==> src/rtl/mem_responder_pkg.sv <==
// Shared types and constants for the memory-side bus responder.
package mem_responder_pkg;

  typedef logic [15:0] word_t;

  typedef enum logic [1:0] {
    IDLE,
    WAIT,
    ACK
  } bus_state_e;

  localparam word_t MEM_ERR_DATA = 16'hFFFF;

  // True when every address bit above the decoded range is zero.
  function automatic logic addr_in_range(input word_t a, input int aw);
    return (a >> aw) == 16'h0000;
  endfunction

endpackage

==> src/rtl/mem_responder_mem_array.sv <==
// Word-wide RAM: synchronous write port, combinational read port, no reset.
module mem_array
  import mem_responder_pkg::*;
#(
  parameter int ADDR_W = 8
) (
  input  logic              i_clk,
  input  logic              i_we,
  input  logic [ADDR_W-1:0] i_waddr,
  input  word_t             i_wdata,
  input  logic [ADDR_W-1:0] i_raddr,
  output word_t             o_rdata
);

  localparam int DEPTH = 1 << ADDR_W;

  word_t r_mem [DEPTH];

  always_ff @(posedge i_clk) begin
    if (i_we) begin
      r_mem[i_waddr] <= i_wdata;
    end
  end

  assign o_rdata = r_mem[i_raddr];

endmodule

==> src/rtl/mem_responder.sv <==
// Request/acknowledge bus responder: captures a request, waits WAIT_CYC cycles,
// performs the RAM access, then pulses o_ack (with o_err for undecoded addresses).
module mem_responder
  import mem_responder_pkg::*;
#(
  parameter int ADDR_W   = 8,
  parameter int WAIT_CYC = 1
) (
  input  logic        i_clk,
  input  logic        i_rst,
  input  logic        i_req,
  input  logic        i_we,
  input  logic [15:0] i_addr,
  input  logic [15:0] i_wdata,
  output logic        o_ack,
  output logic [15:0] o_rdata,
  output logic        o_err
);

  localparam logic [3:0] WAIT_INIT = (WAIT_CYC > 0) ? 4'(WAIT_CYC - 1) : 4'd0;

  bus_state_e r_state;
  logic [3:0] r_cnt;
  logic       r_we;
  word_t      r_addr;
  word_t      r_wdata;
  word_t      r_rdata;
  logic       r_ack;
  logic       r_err;

  logic       w_fire;
  logic       w_we;
  logic       w_in_range;
  logic       w_mem_we;
  word_t      w_addr;
  word_t      w_wdata;
  word_t      w_mem_rdata;

  // With no wait states the access happens on the capture edge itself, so the
  // live bus attributes are used; otherwise the captured copies are.
  assign w_we    = (r_state == IDLE) ? i_we    : r_we;
  assign w_addr  = (r_state == IDLE) ? i_addr  : r_addr;
  assign w_wdata = (r_state == IDLE) ? i_wdata : r_wdata;

  assign w_fire = ((r_state == IDLE) && i_req && (WAIT_CYC == 0)) ||
                  ((r_state == WAIT) && (r_cnt == 4'd0));

  assign w_in_range = addr_in_range(w_addr, ADDR_W);
  assign w_mem_we   = w_fire && w_we && w_in_range;

  mem_array #(
    .ADDR_W(ADDR_W)
  ) u_mem (
    .i_clk  (i_clk),
    .i_we   (w_mem_we),
    .i_waddr(w_addr[ADDR_W-1:0]),
    .i_wdata(w_wdata),
    .i_raddr(w_addr[ADDR_W-1:0]),
    .o_rdata(w_mem_rdata)
  );

  always_ff @(posedge i_clk or posedge i_rst) begin
    if (i_rst) begin
      r_state <= IDLE;
      r_cnt   <= 4'd0;
      r_we    <= 1'b0;
      r_addr  <= 16'h0000;
      r_wdata <= 16'h0000;
      r_rdata <= 16'h0000;
      r_ack   <= 1'b0;
      r_err   <= 1'b0;
    end else begin
      r_ack <= 1'b0;
      r_err <= 1'b0;
      case (r_state)
        IDLE: begin
          if (i_req) begin
            r_we    <= i_we;
            r_addr  <= i_addr;
            r_wdata <= i_wdata;
            if (WAIT_CYC == 0) begin
              r_state <= ACK;
            end else begin
              r_state <= WAIT;
              r_cnt   <= WAIT_INIT;
            end
          end
        end
        WAIT: begin
          if (r_cnt == 4'd0) begin
            r_state <= ACK;
          end else begin
            r_cnt <= r_cnt - 4'd1;
          end
        end
        ACK: begin
          r_ack   <= 1'b1;
          r_err   <= ~addr_in_range(r_addr, ADDR_W);
          r_state <= IDLE;
        end
        default: r_state <= IDLE;
      endcase
      // Read data is held until the next read completes; writes leave it alone.
      if (w_fire && !w_we) begin
        r_rdata <= w_in_range ? w_mem_rdata : MEM_ERR_DATA;
      end
    end
  end

  assign o_ack   = r_ack;
  assign o_rdata = r_rdata;
  assign o_err   = r_err;

endmodule

==> config.mk <==
export PLATFORM = sky130hd
export DESIGN_NAME = mem_responder
export DESIGN_NICKNAME = d
export VERILOG_FILES = /design/src/rtl/mem_responder_pkg.sv /design/src/rtl/mem_responder_mem_array.sv /design/src/rtl/mem_responder.sv
export SDC_FILE = /design/constraint.sdc
export NUM_CORES = 2
export LEC_CHECK = 0
export CORE_ASPECT_RATIO = 0.6
export CORE_UTILIZATION = 43
export DETAILED_ROUTE_END_ITERATION = 16
export PLACE_DENSITY_LB_ADDON = 0.08
export SLEW_MARGIN = 5
export SYNTH_ARGS = -nofsm -noshare
export SYNTH_HDL_FRONTEND = slang
export SYNTH_SLANG_ARGS = --single-unit
==> constraint.sdc <==
create_clock -name i_clk -period 7.25 [get_ports i_clk]
set_input_delay 1.45 -clock i_clk [delete_from_list [all_inputs] [get_ports i_clk]]
set_output_delay 1.45 -clock i_clk [all_outputs]
set_load 0.02 [all_outputs]
==> run metrics <==
Post-DRT Antenna Nets 0; largest net degree at the start of global routing about 200; CP Max Fanout 33; Vias/cell roughly 6.4; RePlAce Congestion approximately 0.83; PortBufs 53; count of final setup violators 0; Slew Viols, Final 58; GRT Total Usage 0.270; Synth Area in Adders 0.000163; HP Class reg -> reg; Yosys reg bits 4153; synth warn 0; worst hold slack 505 ps; total length of routed wires 499 mm; Area Overhead vs Synth 14.9%; global-route wire length before repair 690 mm; GRT overflow 0; Max VDD drop 0.575 mV; Setup crit end kind register; cts repair resizes 0; Pre-Repair DR Iteration Count 6; initial DRC count 13400; Clock Latency Late Sink between 900 and 1000 ps; die outline height 465 um; Finished Cell Area 176000 um2; Starting Density 0.433; via count 90100; post-route minimum period 5770 ps; clk buf depth 4; final count of hold timing violations 0; Nets 9182; Post-Route Utilization 0.498; skew final 47.6 ps; maxcap violations 2; Synth Area in Simple Gates 0.0122; layout cells sized above 1 0.147; status finished, violations left; syn avg cell area 17.6 um2; number of global-route vias before repair 84400; Worst Path Required 8050 ps; relative slew slack -0.0527; initial antenna violation count 26; clk root buf clkbuf_16; IO Count 54; Syn Inst Count 8724; Startpoint Class primary input; library cells used by synthesis 48; area of the die 359000 um2; Post-CTS Hold Fix Bufs 0; Detail Placement HPWL 293 mm; Leak 53.6 nW; post-synthesis xor/xnor area fraction 0; Mapped Nets 8762; total CTS buffers around 390; crit path DAT 6570 ps; Top FF cell, synth edfxtp_1; register area share after synthesis 0.812; Period Utilization, post-route 0.795; PD cells 460 nW/um2; CTS tree built; # clock sinks a little over 4000; mux cell area share after synthesis 0.00242; CP Class in -> reg; Rows roughly 170; FFs w/ async S/R, synth 0.0137; violated checks capacitance limit, slew limit; H-tree lvl count 5; Core Region 354000 um2; WL per Instance 35.3 um; DP Area 164000 um2; largest family of logic cells by synthesized area compound AO/OA/AOI/OAI gates; number of synthesized flops with an enable pin 4096; Mapped Area 153000 um2; overall die width slightly below 800 um; actual slew at the worst max-slew pin between 1500 and 2000 ps; unrepaired setup endpoints after global routing no; DRC viols 0; Clock Pin Slew Worst Setup and Hold Paths 70 ps; Max Clock Freq 0.173 GHz; Post-CTS Setup Inserts 0; Synth Area in Compound Gates 0.154
==> logic make-up after synthesis <==
kind of cell	count (synthesis)
flip-flops	4153
buffers and inverters	660
adder cells (fa/ha/maj)	2
AO/OA/AOI/OAI	3438
AND/OR/NAND/NOR	438
multiplexers	33
==> layout by cell type, fill, tap and decap left out, drive strengths merged, types with 5 or more instances in the layout <==
cell type | synthesis | routed
edfxtp | 4096 | 4096
a22oi | 2048 | 2048
a21oi | 1059 | 1059
buf | 406 | 629
clkbuf | 246 | 475
nor2 | 276 | 276
o41ai | 256 | 256
clkinv | 0 | 158
nand2 | 82 | 82
dfrtp | 57 | 57
clkdlybuf4s50 | 0 | 53
a41oi | 46 | 46
bufinv | 0 | 43
mux2 | 33 | 33
nand3 | 17 | 17
inv | 8 | 17
clkinvlp | 0 | 16
nor4 | 14 | 14
o21ai | 10 | 10
nand2b | 9 | 9
nand4 | 7 | 7
diode | 0 | 6
nor2b | 6 | 6
nor3 | 5 | 5
o21a | 5 | 5
==> stage by stage <==
stage	std cells	total power (W)	setup WS (ps)	TNS [ps]
2_1_floorplan	8724	0.0479	1710	0
5_1_grt	14200	0.0835	1540	0
3_5_place_dp	13500	0.0606	600	0
3_3_place_gp	13400	0.0601	-404	-707
6_report	14200	0.0810	1480	0
4_1_cts	14200	0.0811	1600	0
==> synthesized netlist by cell type (all sizes together), types with 3 or more instances <==
| library cell | count | area (um2) |
|---|---|---|
| inv | 8 | 30.0 |
| nand2 | 82 | 308 |
| nor2b | 6 | 37.5 |
| a41oi | 46 | 403 |
| nor3b | 3 | 27.5 |
| nand3b | 3 | 22.5 |
| a22oi | 2048 | 15400 |
| nand4 | 7 | 43.8 |
| a21oi | 1059 | 5300 |
| or4b | 3 | 30.0 |
| nor4 | 14 | 87.6 |
| o21a | 5 | 40.0 |
| o41ai | 256 | 2240 |
| and2 | 4 | 25.0 |
| clkbuf | 246 | 923 |
| nand2b | 9 | 56.3 |
| o31ai | 4 | 30.0 |
| nor2 | 276 | 1050 |
| or4 | 3 | 22.5 |
| mux2 | 33 | 372 |
| nor3 | 5 | 25.0 |
| o21ai | 10 | 57.6 |
| edfxtp | 4096 | 123000 |
| buf | 406 | 2140 |
| a31oi | 3 | 25.0 |
| dfrtp | 57 | 1430 |
| nand3 | 17 | 85.1 |
==> critical path, stage by stage <==
cell,delay (ps)
clkdlybuf4s50_1,630
inv_1,110
nand3_1,120
o31a_2,690
buf_12,300
buf_12,260
buf_4,270
a21oi_1,70
o41ai_1,960
a21oi_1,590
nor4_2,830
a21oi_1,150
==> sequential cells by signal, summed over array words and instances, names as in the netlist <==
name and flops:
u_mem.r_mem 4096, o_rdata 16, r_addr 16, r_wdata 16
r_cnt 4, r_state 2, o_ack 1, o_err 1
r_we 1
==> path summary, 6_finish.rpt <==
| check | from | end | slack (ps) | cells after the start |
|---|---|---|---|---|
| worst max-delay path | i_addr[3] | o_rdata[4] | 1480 | 12 |
| worst min-delay path | r_addr[10] | r_addr[10] | 500 | 1 |
| worst max register to register | r_state[0] | o_rdata[14] | 1510 | 10 |
| worst min register to register | r_addr[10] | r_addr[10] | 500 | 1 |
| max in group asynchronous | i_rst | o_rdata[3] | 5310 | 3 |
| min in group asynchronous | i_rst | o_rdata[9] | 1160 | 3 |
==> per-layer routing <==
layer | part of all wire | up-vias | GRT usage
li1 | - | 37300 | -
met4 | 0.021 | 6 | 0.0542
met3 | 0.11 | 565 | 0.0554
met1 | 0.46 | 47400 | 0.444
met5 | 0.000068 | - | 0
met2 | 0.41 | 4884 | 0.367
==> report_power, final <==
| part | internal, W | switching (W) |
|---|---|---|
| Combinational | 0.00673 | 0.0215 |
| Clock | 0.0116 | 0.00905 |
| Sequential | 0.0320 | 0.000148 |
==> final cells by class <==
class,instances,area [um2]
fill,29100,178000
sequential,4153,124000
multi-input combinational,3911,26700
clock buffer,475,10300
timing repair buffer,682,6500
tap,4702,5880
clock inverter,226,2270
inverter,8,31.3
antenna,6,15.0
Power figures use the tool's default switching activity.
